**src/rtl/ms_pkg.sv**
```systemverilog
// Shared encodings and sizing helpers for the MEM response stage.
package ms_pkg;

  typedef enum logic [2:0] {
    LD_NONE = 3'd0,
    LD_B    = 3'd1,
    LD_BU   = 3'd2,
    LD_H    = 3'd3,
    LD_HU   = 3'd4,
    LD_W    = 3'd5,
    LD_WU   = 3'd6,
    LD_D    = 3'd7
  } ld_op_e;

  localparam int EXCP_NUM_WD_DFLT = 16;

  // Cancel counter must hold 0..max_outstand inclusive.
  function automatic int cancel_cnt_width(input int max_outstand);
    return $clog2(max_outstand + 1);
  endfunction

endpackage

```
**src/rtl/mem_resp_stage_load_align.sv**
```systemverilog
// Combinational load data alignment and sign/zero extension.
module mem_resp_stage_load_align
  import ms_pkg::*;
#(
  parameter int XLEN = 32
) (
  input  logic [XLEN-1:0] data,
  input  logic [2:0]      addr_low,
  input  logic [2:0]      ld_op,
  output logic [XLEN-1:0] result
);

  logic        a2;
  logic [5:0]  b_sh;
  logic [5:0]  h_sh;
  logic [5:0]  w_sh;
  logic [7:0]  byte_v;
  logic [15:0] half_v;
  logic [31:0] word_v;

  // Bit 2 of the address only selects a lane on a 64-bit bus.
  assign a2     = (XLEN == 64) ? addr_low[2] : 1'b0;
  assign b_sh   = {a2, addr_low[1:0], 3'b000};
  assign h_sh   = {a2, addr_low[1], 4'b0000};
  assign w_sh   = {a2, 5'b00000};
  assign byte_v = 8'(data >> b_sh);
  assign half_v = 16'(data >> h_sh);
  assign word_v = 32'(data >> w_sh);

  always_comb begin
    result = data;
    case (ld_op_e'(ld_op))
      LD_B:    result = XLEN'($signed(byte_v));
      LD_BU:   result = XLEN'(byte_v);
      LD_H:    result = addr_low[0] ? '0 : XLEN'($signed(half_v));
      LD_HU:   result = addr_low[0] ? '0 : XLEN'(half_v);
      LD_W:    result = XLEN'($signed(word_v));
      LD_WU:   result = XLEN'(word_v);
      LD_D:    result = data;
      default: result = data;
    endcase
  end

endmodule

```
**src/rtl/mem_resp_stage.sv**
```systemverilog
// MEM stage for a request/response data memory: waits for data_ok, buffers
// returned data under WS backpressure, and drops responses of flushed requests.
module mem_resp_stage
  import ms_pkg::*;
#(
  parameter int XLEN         = 32,
  parameter int EXCP_NUM_WD  = EXCP_NUM_WD_DFLT,
  parameter int MAX_OUTSTAND = 2
) (
  input  logic                   clk,
  input  logic                   reset,
  input  logic                   es_to_ms_valid,
  output logic                   ms_allowin,
  input  logic [31:0]            es_pc,
  input  logic [XLEN-1:0]        es_result,
  input  logic [4:0]             es_dest,
  input  logic                   es_gr_we,
  input  logic [2:0]             es_ld_op,
  input  logic                   es_req_sent,
  input  logic [2:0]             es_addr_low,
  input  logic                   es_excp,
  input  logic [EXCP_NUM_WD-1:0] es_excp_num,
  input  logic                   es_req_inflight,
  input  logic                   data_ok,
  input  logic [XLEN-1:0]        rdata,
  input  logic                   flush,
  input  logic                   ws_allowin,
  output logic                   ms_to_ws_valid,
  output logic [31:0]            ms_pc,
  output logic [XLEN-1:0]        ms_final_result,
  output logic [4:0]             ms_dest,
  output logic                   ms_gr_we,
  output logic                   ms_excp,
  output logic [EXCP_NUM_WD-1:0] ms_excp_num,
  output logic                   ms_fwd_valid,
  output logic                   ms_fwd_pending,
  output logic [XLEN-1:0]        ms_fwd_data
);

  localparam int CW = cancel_cnt_width(MAX_OUTSTAND);

  // Handshake: a transfer EX->MS happens when es_to_ms_valid & ms_allowin,
  // MS->WS when ms_to_ws_valid & ws_allowin; valid never waits on ready.

  logic                   ms_valid_q, ms_valid_d;
  logic [31:0]            pc_q, pc_d;
  logic [XLEN-1:0]        result_q, result_d;
  logic [4:0]             dest_q, dest_d;
  logic                   gr_we_q, gr_we_d;
  logic [2:0]             ld_op_q, ld_op_d;
  logic                   req_sent_q, req_sent_d;
  logic [2:0]             addr_low_q, addr_low_d;
  logic                   excp_q, excp_d;
  logic [EXCP_NUM_WD-1:0] excp_num_q, excp_num_d;
  logic                   buf_valid_q, buf_valid_d;
  logic [XLEN-1:0]        buf_data_q, buf_data_d;
  logic [CW-1:0]          cancel_cnt_q, cancel_cnt_d;

  logic                   ms_wait;
  logic                   resp_hit;
  logic                   ready_go;
  logic                   cancel_dec;
  logic [1:0]             cancel_inc;
  logic [CW+1:0]          cancel_sum;
  logic [XLEN-1:0]        load_data;
  logic [XLEN-1:0]        aligned;

  assign ms_wait        = ms_valid_q & req_sent_q & ~excp_q;
  assign resp_hit       = data_ok & (cancel_cnt_q == '0);
  assign ready_go       = ~ms_wait | buf_valid_q | resp_hit;
  assign ms_allowin     = ~ms_valid_q | (ready_go & ws_allowin);
  assign ms_to_ws_valid = ms_valid_q & ready_go & ~flush;

  assign load_data = buf_valid_q ? buf_data_q : rdata;

  mem_resp_stage_load_align #(.XLEN(XLEN)) u_load_align (
    .data     (load_data),
    .addr_low (addr_low_q),
    .ld_op    (ld_op_q),
    .result   (aligned)
  );

  assign ms_final_result = (ld_op_q != LD_NONE) ? aligned : result_q;
  assign ms_pc           = pc_q;
  assign ms_dest         = dest_q;
  assign ms_gr_we        = gr_we_q;
  assign ms_excp         = excp_q;
  assign ms_excp_num     = excp_num_q;
  assign ms_fwd_valid    = ms_valid_q & gr_we_q;
  assign ms_fwd_pending  = ms_valid_q & (ld_op_q != LD_NONE) & ms_wait & ~buf_valid_q & ~resp_hit;
  assign ms_fwd_data     = ms_final_result;

  // On flush, every request still owed a response must be skipped later:
  // the one MS is waiting on (unless answered now) plus the one held in EX.
  assign cancel_inc = {1'b0, ms_wait & ~buf_valid_q & ~resp_hit} + {1'b0, es_req_inflight};
  assign cancel_dec = data_ok & (cancel_cnt_q != '0);
  assign cancel_sum = (CW + 2)'(cancel_cnt_q) + (flush ? (CW + 2)'(cancel_inc) : '0)
                    - (CW + 2)'(cancel_dec);

  always_comb begin
    ms_valid_d   = flush ? 1'b0 : (ms_allowin ? es_to_ms_valid : ms_valid_q);
    pc_d         = pc_q;
    result_d     = result_q;
    dest_d       = dest_q;
    gr_we_d      = gr_we_q;
    ld_op_d      = ld_op_q;
    req_sent_d   = req_sent_q;
    addr_low_d   = addr_low_q;
    excp_d       = excp_q;
    excp_num_d   = excp_num_q;
    buf_valid_d  = buf_valid_q;
    buf_data_d   = buf_data_q;
    cancel_cnt_d = cancel_cnt_q;

    if (es_to_ms_valid & ms_allowin) begin
      pc_d       = es_pc;
      result_d   = es_result;
      dest_d     = es_dest;
      gr_we_d    = es_gr_we;
      ld_op_d    = es_ld_op;
      req_sent_d = es_req_sent;
      addr_low_d = es_addr_low;
      excp_d     = es_excp;
      excp_num_d = es_excp_num;
    end

    if (flush | (ready_go & ws_allowin)) begin
      buf_valid_d = 1'b0;
    end else if (resp_hit & ms_wait & ~buf_valid_q & ~ws_allowin) begin
      buf_valid_d = 1'b1;
      buf_data_d  = rdata;
    end

    if (cancel_sum > (CW + 2)'(MAX_OUTSTAND)) begin
      cancel_cnt_d = CW'(MAX_OUTSTAND);
    end else begin
      cancel_cnt_d = CW'(cancel_sum);
    end
  end

  always_ff @(posedge clk) begin
    if (reset) begin
      ms_valid_q   <= 1'b0;
      pc_q         <= '0;
      result_q     <= '0;
      dest_q       <= '0;
      gr_we_q      <= 1'b0;
      ld_op_q      <= LD_NONE;
      req_sent_q   <= 1'b0;
      addr_low_q   <= '0;
      excp_q       <= 1'b0;
      excp_num_q   <= '0;
      buf_valid_q  <= 1'b0;
      buf_data_q   <= '0;
      cancel_cnt_q <= '0;
    end else begin
      ms_valid_q   <= ms_valid_d;
      pc_q         <= pc_d;
      result_q     <= result_d;
      dest_q       <= dest_d;
      gr_we_q      <= gr_we_d;
      ld_op_q      <= ld_op_d;
      req_sent_q   <= req_sent_d;
      addr_low_q   <= addr_low_d;
      excp_q       <= excp_d;
      excp_num_q   <= excp_num_d;
      buf_valid_q  <= buf_valid_d;
      buf_data_q   <= buf_data_d;
      cancel_cnt_q <= cancel_cnt_d;
    end
  end

  a_resp_in_order: assert property (@(posedge clk) disable iff (reset) resp_hit |-> ms_wait);
  a_cancel_bound:  assert property (@(posedge clk) disable iff (reset)
                                    cancel_sum <= (CW + 2)'(MAX_OUTSTAND));

endmodule

```
**config.mk**
```make
export PLATFORM = sky130hd
export DESIGN_NAME = mem_resp_stage
export DESIGN_NICKNAME = d
export VERILOG_FILES = /design/src/rtl/ms_pkg.sv /design/src/rtl/mem_resp_stage_load_align.sv /design/src/rtl/mem_resp_stage.sv
export SDC_FILE = /design/constraint.sdc
export NUM_CORES = 1
export LEC_CHECK = 0
export CAP_MARGIN = 20
export CORE_UTILIZATION = 54
export DETAILED_ROUTE_END_ITERATION = 8
export DONT_BUFFER_PORTS = 1
export GPL_TIMING_DRIVEN = 0
export HOLD_SLACK_MARGIN = 0.03
export PLACE_DENSITY = 0.69
export SLEW_MARGIN = 10
export SYNTH_ARGS = -nofsm -noshare
export SYNTH_HDL_FRONTEND = slang
export SYNTH_SLANG_ARGS = --single-unit
```
**constraint.sdc**
```tcl
create_clock -name clk -period 4.3 [get_ports clk]
set_clock_uncertainty 0.2 [all_clocks]
set_input_delay 0.86 -clock clk [delete_from_list [all_inputs] [get_ports clk]]
set_output_delay 0.86 -clock clk [all_outputs]
set_load 0.005 [all_outputs]
```
==> results of run 1 <==
[worst max-delay path, cell delays in order (launching register included)]
cell      delay [ns]
dfxtp_1         0.37
clkbuf_1        0.38
o21ai_0         0.26
nand2_1         0.27
clkbuf_1        0.49
a22oi_1         0.22
a21oi_1         0.44
buf_4           0.19
[per-stage QoR]
| step | setup slack [ns] | hold WS, ns | total power, W |
|---|---|---|---|
| global route | 0.0894 | 0.293 | 0.00346 |
| detailed placement | 0.724 | 0.258 | 0.00190 |
| floorplan | 1.01 | 0.241 | 0.00177 |
| CTS | 0.255 | 0.266 | 0.00335 |
| finish | 0.186 | 0.266 | 0.00334 |
| global placement | 0.767 | 0.251 | 0.00189 |
[cell families (layout without fill, tap and decap cells)]
| kind of cell | Yosys count | in the layout | share of synthesized area (%) |
|---|---|---|---|
| AO/OA/AOI/OAI | 113 | 113 | 8.72 |
| XOR/XNOR | 1 | 1 | 0.119 |
| adder cells (fa/ha/maj) | 6 | 6 | 1.12 |
| buffers and inverters | 102 | 134 | 7.48 |
| flip-flops | 129 | 129 | 35.1 |
| multiplexers | 147 | 147 | 23.6 |
| AND/OR/NAND/NOR | 327 | 327 | 23.9 |
[metal layers]
layer | share of wire [%] | GRT usage [%] | vias to the layer above
li1 | - | - | 2793
met1 | 40 | 33.8 | 2782
met2 | 48 | 48.0 | 280
met3 | 10 | 11.3 | 28
met4 | 1.8 | 8.70 | 0
met5 | 0 | 0 | -
[worst max path at each step]
stage                                  startpoint         endpoint  slack [ns]  cells past startpoint
after global routing      ld_op_q[0]$_SDFFE_PP0P_   ms_fwd_data[5]        0.09                      7
after CTS                 ld_op_q[0]$_SDFFE_PP0P_   ms_fwd_data[5]        0.25                      7
final                     ld_op_q[0]$_SDFFE_PP0P_   ms_fwd_data[5]        0.19                      7
after global placement    ld_op_q[0]$_SDFFE_PP0P_   ms_fwd_data[5]        0.77                      6
after detailed placement  ld_op_q[0]$_SDFFE_PP0P_   ms_fwd_data[5]        0.72                      6
after floorplan                         rdata[23]  ms_fwd_data[20]        1.01                      6
[layout make-up]
cell class	count	share of cell area, %
well taps	176	2.69
flip-flops and latches	129	31.6
inverters	8	0.367
multi-input cells	594	51.8
clock inverters	14	1.85
clock buffers	18	5.37
plain buffers	94	6.37
[state kept, by name, indices dropped and copies added, names as in the netlist]
signal and count:
ms_pc 32, addr_low_q 2, buf_data_q 32, ms_excp_num 16, req_sent_q 1, buf_valid_q 1
ms_gr_we 1, ms_dest 5, ld_op_q 3, cancel_cnt_q 2, ms_excp 1, result_q 32
ms_valid_q 1
[cells in the final DEF, fill, tap and decap left out, drive strengths merged, types with 2 or more instances in the layout]
master / n
nand2: 93
nor3b: 2
buf: 51
clkinvlp: 2
clkinv: 5
ha: 5
o21a: 2
inv: 13
o21ai: 4
mux2: 23
mux2i: 107
bufinv: 2
a21oi: 90
mux4: 17
and2: 2
nor3: 4
nor2: 27
nand2b: 187
clkbuf: 61
or3: 2
and3: 2
a211oi: 2
dfxtp: 129
a22oi: 8
[power groups by stage]
stage | Combinational, W | Clock (W) | Sequential [W]
after global routing | 0.000622 | 0.00152 | 0.00131
final | 0.000575 | 0.00146 | 0.00131
after floorplan | 0.000454 | 0 | 0.00131
after CTS | 0.000573 | 0.00147 | 0.00131
after detailed placement | 0.000571 | 0 | 0.00133
after global placement | 0.000560 | 0 | 0.00133
==> summary.md, run 1 <==
| Metric | Value |
|---|---|
| Register Area | 2580 um2 |
| Clock Power Share | 43.7% |
| Worst Path Required | 3.24 ns |
| CTS Root Cell | clkbuf_16 |
| Post-DP HPWL | 15600 um |
| # setup viols final | 0 |
| Commonest cells in the netlist | nand2b_1 (187), dfxtp_1 (129), mux2i_1 (107), nand2_1 (93), a21oi_1 (89) |
| Avg Synthesized Cell Area | between 8 and 9 um2 |
| Post-CTS sizing | 0 |
| Area of the multi-input gates | 4230 um2 |
| Worst R2R Start | cancel_cnt_q[1]$_SDFF_PP0_ |
| Top-count cell post-synth | nand2b_1 |
| Seq cells post-synth | around 130 |
| Vias | slightly below 6000 |
| Fin crit share | a little over nine tenths |
| Leak Pwr | ~3.2 nW |
| Antenna Nets Post-Route | 0 |
| TritonRoute pass-1 iters | 5 |
| CTS tree | done |
| Pwr dens | a little over 400 nW/um2 |
| # hold bufs at CTS | 0 |
| Setup bufs post-CTS | 0 |
| CTS max path bufs | 2 |
| Drt via density | ~5.7 |
| Setup TNS Final | 0 ns |
| Buffers on Ports | 0 |
| DRT iter0 DRCs | between 400 and 500 |
| CTS sink cnt | 129 |
| Switching power | roughly 0.00095 W |
| Hold Fails Final Rpt | 0 |
| FF-to-FF setup slack | between 1.5 and 2 ns |
| First-pass GRT wire length | 31300 um |
| Max cap viols | 0 |
| Core ar. | roughly 13000 um2 |
| Initial Util | a little under three fifths |
| Hold Crit Class | flop to flop |
| Worst Hold Endpoint | buf_data_q[20]$_SDFFE_PP0P_ |
| Num rows | 42 |
| DP Cell Count | about 1000 |
| Post-synth top area share | between 30% and 40% |
| Clk_lat worst skew | approximately 0.42 ns |
| Yosys warns | 0 |
| Clk slew on worst S/H paths | roughly 0.060 ns |
| Filler instances | 1183 |
| CP Capture Type | primary output |
| Post-synth top flop | dfxtp_1 |
| Critical path arrival | approximately 3 ns |
| Total grt overflow | 0 |
| Drc violations | 0 |
| Layout cells sized above 1 | 14.5% |
| TritonCTS Buffers | 17 |
| Non-filler instance count after layout | ~1000 |
| Sequential power share | around two fifths |
| Drt total wl | 20300 um |
| Synth area leader | dfxtp_1 |
| Peak Freq | around 240 MHz |
| Worst min-delay path startpoint | buf_data_q[20]$_SDFFE_PP0P_ |
| Diodes inserted | 0 |
| Post-synth ARST share | 0% |
| Top-Level Pins | 256 |
| Distinct cells, synth | 45 |
| Status | complete, no violations |
| RSZ-0062 raised after global routing | false |
| Final Core Density | between 60% and 70% |
| H-tree depth | 4 |
| Die Span Y | 119 um |
| Startpoint Class | flop |
| DP Area | ~7600 um2 |
| Crit-path max FO | 10 |
| Nets | 983 |
| Die area | 14100 um2 |
| Synth top area cells | dfxtp_1 (35%), nand2b_1 (16%), mux2i_1 (15%), a21oi_1 (6.0%), nand2_1 (4.7%) |
| Min Tclk post-route | about 4.1 ns |
| Sequential area share after synthesis | 35.1% |
| Worst reg2reg path depth | 11 |
| Sw Share | between 20% and 30% |
| RR Endpoint | cancel_cnt_q[0]$_SDFF_PP0_ |
| GP Congestion | 0.938 |
| Area grow syn2layout | 11.0% |
| Hold depth | 2 |
| Number of global-route vias before repair | roughly 5900 |
| Mapped Nets | 964 |
| Combinational share of power | approximately 17% |
| Slew headroom | 37.0% |
| Largest net degree at the start of global routing | 17 |
| Pins Over Slew Limit | 0 |
| Die X | between 100 and 150 um |
| P_int | between 0.002 and 0.0025 W |
| Number of synthesized flops with an enable pin | 0 |
| Peak VDD IR | ~0.34 mV |
| CP Class | flop to primary output |
| Worst Max-Slew Pin Slew | ~0.94 ns |
| Initial antenna violation count | 0 |
| Mapped Cells | 825 |
| WL/cell | approximately 20 um |
| Gr usage total | ~29% |
| Post-Syn Area | roughly 7400 um2 |
| Design area | about 8200 um2 |
(Power assumes the default switching activity.)
==> run 2: changes to the inputs <==
- CTS_BUF_LIST: unset -> sky130_fd_sc_hd__clkbuf_16
==> summary.md, run 2 (synthesized netlist as in run 1, its figures left out) <==
| Metric | Value |
|---|---|
| Status | complete, no violations |
| # hold bufs at CTS | 0 |
| Setup bufs post-CTS | 0 |
| CP delay by family, top | compound AO/OA/AOI/OAI gates |
| CTS sink cnt | ~130 |
| Switching power | 0.000946 W |
| CTS Root Cell | clkbuf_16 |
| Vias | around 5900 |
| Most frequent cells in the layout | nand2b_1 (187), dfxtp_1 (129), mux2i_1 (107) |
| RSZ-0062 raised after global routing | false |
| Clk_lat worst skew | about 0.42 ns |
| Min Tclk post-route | between 4 and 5 ns |
| First-pass GRT wire length | roughly 31000 um |
| Post-CTS sizing | 0 |
| Critical path arrival | approximately 3.1 ns |
| Buffers on Ports | 0 |
| H-tree depth | 4 |
| DRT iter0 DRCs | between 400 and 500 |
| Diodes inserted | 0 |
| WL/cell | between 15 and 20 um |
| Drc violations | 0 |
| CP Class | flop to primary output |
| Leak Pwr | 3.20 nW |
| Crit-path max FO | 10 |
| Peak Freq | 242 MHz |
| Total power after layout | 0.00332 W |
| Pwr dens | 407 nW/um2 |
| Drt total wl | around 20000 um |
| Final Core Density | 61.4% |
| Die Span Y | 119 um |
| Nets | 983 |
| Fin crit share | a little over nine tenths |
| Hold Crit Class | flop to flop |
| CTS max path bufs | 2 |
| CP Capture Type | primary output |
| Area grow syn2layout | 10.9% |
| Startpoint Class | flop |
| Filler instances | about 1200 |
| Pins Over Slew Limit | 0 |
| Antenna Nets Post-Route | 0 |
| Total grt overflow | 0 |
| Crit-path cells | clkbuf_1 > o21a_1 > nor3_1 > a22oi_1 > a21oi_1 > buf_4 |
| Setup TNS Final | 0 ns |
| P_int | 0.00238 W |
| GP Congestion | 0.938 |
| Die X | 119 um |
| Layout cells sized above 1 | between 10% and 20% |
| Gr usage total | ~29% |
| Sequential power share | approximately two fifths |
| TritonRoute pass-1 iters | 5 |
| Hold Fails Final Rpt | 0 |
| Critical-path top delay cell | nor3_1 |
| Initial Util | between 50 and 60% |
| # setup viols final | 0 |
| Design area | slightly above 8000 um2 |
| Initial antenna violation count | 0 |
| DP Area | 7580 um2 |
| Die area | roughly 14000 um2 |
| Max stage delay on crit path | ~0.76 ns |
| Slew headroom | around 37% |
| Clock Power Share | about 43% |
| Worst Max-Slew Pin Slew | 0.939 ns |
| Most common cell after layout, fill and taps aside | nand2b_1 |
| Core ar. | around 13000 um2 |
| CTS tree | done |
| Top-Level Pins | 256 |
| Drt via density | 5.70 |
| Sw Share | between 20% and 30% |
| Number of global-route vias before repair | 5891 |
| Combinational share of power | around 17% |
| TritonCTS Buffers | 17 |
| Post-DP HPWL | roughly 16000 um |
| Largest net degree at the start of global routing | 17 |
| Max cap viols | 0 |
| Peak VDD IR | between 0.3 and 0.4 mV |
| Bufs and invs on worst path | 2 |
| Num rows | 42 |
| Clk slew on worst S/H paths | roughly 0.060 ns |
| Worst Path Required | around 3.2 ns |
run 2: path summary, 6_finish.rpt:
kind                            slack, ns                          end  cells after the start                        start
worst max-delay path                 0.17               ms_fwd_data[5]                      6      ld_op_q[0]$_SDFFE_PP0P_
worst max register to register       1.63   cancel_cnt_q[0]$_SDFF_PP0_                     11   cancel_cnt_q[1]$_SDFF_PP0_
worst min-delay path                 0.27  buf_data_q[20]$_SDFFE_PP0P_                      2  buf_data_q[20]$_SDFFE_PP0P_
worst min register to register       0.27  buf_data_q[20]$_SDFFE_PP0P_                      2  buf_data_q[20]$_SDFFE_PP0P_
run 2: layout make-up:
cell class	count	area [um2]	area share [%]
Buffer	94	520	6.37
Clock buffer	17	425	5.21
Clock inverter	15	155	1.90
Inverter	8	30.0	0.368
Multi-Input combinational cell	594	4230	51.8
Sequential cell	129	2580	31.6
Tap cell	176	220	2.70
run 2: worst min-delay path: cells and delay by family (launching register included):
family          cells  cell delay [ns]
compound gates      1             0.05
flops               1             0.31
simple gates        1             0.05
run 2: metrics by stage:
stage / hold slack [ns] / std cells / setup WS (ns)
5_1_grt: 0.293 / 1033 / 0.0891
4_1_cts: 0.266 / 1033 / 0.254
2_1_floorplan: 0.241 / 825 / 1.01
6_report: 0.266 / 1033 / 0.172
3_3_place_gp: 0.251 / 1001 / 0.767
3_5_place_dp: 0.258 / 1001 / 0.724
run 2: routing by layer:
metal  GRT usage (%)  vias up  wire length, um
met2            48.0      279             9750
met3            11.3       27             2060
met1            33.8     2784             8130
li1                -     2793                -
met5               0        -                0
met4            8.70        0              370
run 2: power groups by stage:
stage                     combinational (W)  clock [W]  sequential (W)
after global placement             0.000560          0         0.00133
after CTS                          0.000573    0.00145         0.00131
after detailed placement           0.000571          0         0.00133
after global routing               0.000622    0.00151         0.00131
final                              0.000576    0.00144         0.00131
after floorplan                    0.000454          0         0.00131
==> run 3: changes to the inputs <==
- CORE_MARGIN: unset -> 2
==> summary.md, run 3 (synthesized netlist as in run 1, its figures left out) <==
| Metric | Value |
|---|---|
| Post-CTS sizing | 0 |
| Setup TNS Final | 0 ns |
| Die X | about 120 um |
| WL/cell | 19.8 um |
| Diodes inserted | 0 |
| Peak VDD IR | 0.284 mV |
| TritonCTS Buffers | 17 |
| CTS tree | done |
| Vias | between 6000 and 7000 |
| Layout cells sized above 1 | 14.5% |
| TritonRoute pass-1 iters | 5 |
| # setup viols final | 0 |
| CTS max path bufs | 2 |
| Buffers on Ports | 0 |
| Most common cell after layout, fill and taps aside | nand2b_1 |
| Hold Fails Final Rpt | 0 |
| DP Cell Count | approximately 1000 |
| Top-Level Pins | 256 |
| Leak Pwr | 3.23 nW |
| Status | complete, no violations |
| Antenna Nets Post-Route | 0 |
| H-tree depth | 4 |
| Min Tclk post-route | between 4 and 5 ns |
| Peak Freq | 248 MHz |
| Slew headroom | between 30% and 40% |
| Fin crit share | a little over nine tenths |
| Setup bufs post-CTS | 0 |
| Drt via density | ~5.8 |
| CTS sink cnt | about 130 |
| Metal2 WL | 9790 um |
| Num rows | 42 |
| Largest net degree at the start of global routing | 17 |
| Initial antenna violation count | 0 |
| Hold Crit Class | flop to flop |
| Worst Path Required | roughly 3.2 ns |
| DRT iter0 DRCs | 458 |
| First-pass GRT wire length | ~31000 um |
| # hold bufs at CTS | 0 |
| Die Span Y | approximately 120 um |
| Core ar. | between 10000 and 15000 um2 |
| CP Capture Type | primary output |
| Met3 wire length | around 2200 um |
| Max cap viols | 0 |
| Crit-path max FO | 10 |
| Gr usage total | about 28% |
| Nets | 983 |
| Die area | between 10000 and 15000 um2 |
| CP Class | flop to primary output |
| Initial Util | 55.4% |
| Drc violations | 0 |
| Startpoint Class | flop |
| Number of global-route vias before repair | approximately 6100 |
| Most frequent cells in the layout | nand2b_1 (187), dfxtp_1 (129), mux2i_1 (107) |
| Uppermost layer routed | met4 |
| Total grt overflow | 0 |
| Post-DP HPWL | around 16000 um |
| Area grow syn2layout | 11.6% |
| Pwr dens | between 400 and 500 nW/um2 |
| RSZ-0062 raised after global routing | false |
| CTS Root Cell | clkbuf_16 |
| Critical path arrival | about 3 ns |
| Clk_lat worst skew | 0.41 ns |
| GP Congestion | approximately 0.94 |
| Clk slew on worst S/H paths | 0.06 ns |
| Worst Max-Slew Pin Slew | approximately 1 ns |
| Non-filler instance count after layout | approximately 1000 |
| Drt total wl | slightly above 20000 um |
| WL met1 | 7830 um |
| Pins Over Slew Limit | 0 |
-- run 3: cell types whose count changed in the layout (fill, tap and decap cells not counted) --
cell        previous run  this run
bufinv_16              2         4
clkinv_1               1         0
clkinvlp_4             2         1
clkinv_4               2         5
clkinv_2               3         2
inv_6                  5         3
-- run 3: metrics by stage --
stage / cell area (um2) / hold WS (ns) / utilization (%) / total power, W / setup slack [ns]
after global routing: 8220 / 0.297 / 61.8 / 0.00357 / 0.142
after global placement: 7580 / 0.248 / 57.0 / 0.00189 / 0.799
after floorplan: 7360 / 0.241 / - / 0.00177 / 1.01
final: 8220 / 0.274 / 61.8 / 0.00343 / 0.273
after detailed placement: 7580 / 0.263 / 57.0 / 0.00191 / 0.737
after CTS: 8220 / 0.272 / 61.8 / 0.00346 / 0.286
-- run 3: report_power, final --
group / internal, W / leakage [nW] / switching [W]
logic: 0.000261 / 1.86 / 0.000318
registers: 0.00126 / 1.06 / 0.0000481
clock network: 0.000977 / 0.308 / 0.000568
total: 0.00250 / 3.23 / 0.000934
-- run 3: area by class of cell --
type	count	area (um2)
clock buffers	17	425
inverters	8	30.0
fillers	1133	5080
clock inverters	15	208
flip-flops and latches	129	2580
multi-input cells	594	4230
well taps	176	220
plain buffers	94	520
-- run 3: worst paths after layout --
kind                                endpoint  slack, ns  cells past startpoint                        from
setup / recovery              ms_fwd_data[5]       0.27                      6     ld_op_q[0]$_SDFFE_PP0P_
hold / removal     result_q[16]$_SDFFE_PP0P_       0.27                      2   result_q[16]$_SDFFE_PP0P_
setup reg to reg  cancel_cnt_q[0]$_SDFF_PP0_       1.56                     11  cancel_cnt_q[1]$_SDFF_PP0_
hold reg to reg    result_q[16]$_SDFFE_PP0P_       0.27                      2   result_q[16]$_SDFFE_PP0P_
-- run 3: per-layer routing --
layer  GRT usage, %  vias to the layer above
met5              0                        -
met4           13.4                        0
met3           10.8                       47
met2           46.5                      307
met1           31.4                     2851
li1               -                     2797
-- run 3: critical path, cell delays in order, from the launching register on --
cell and delay, ns:
dfxtp_1 0.32, clkbuf_1 0.22, o21a_1 0.35, nor3_1 0.80, a22oi_1 0.31, a21oi_1 0.36, buf_4 0.17
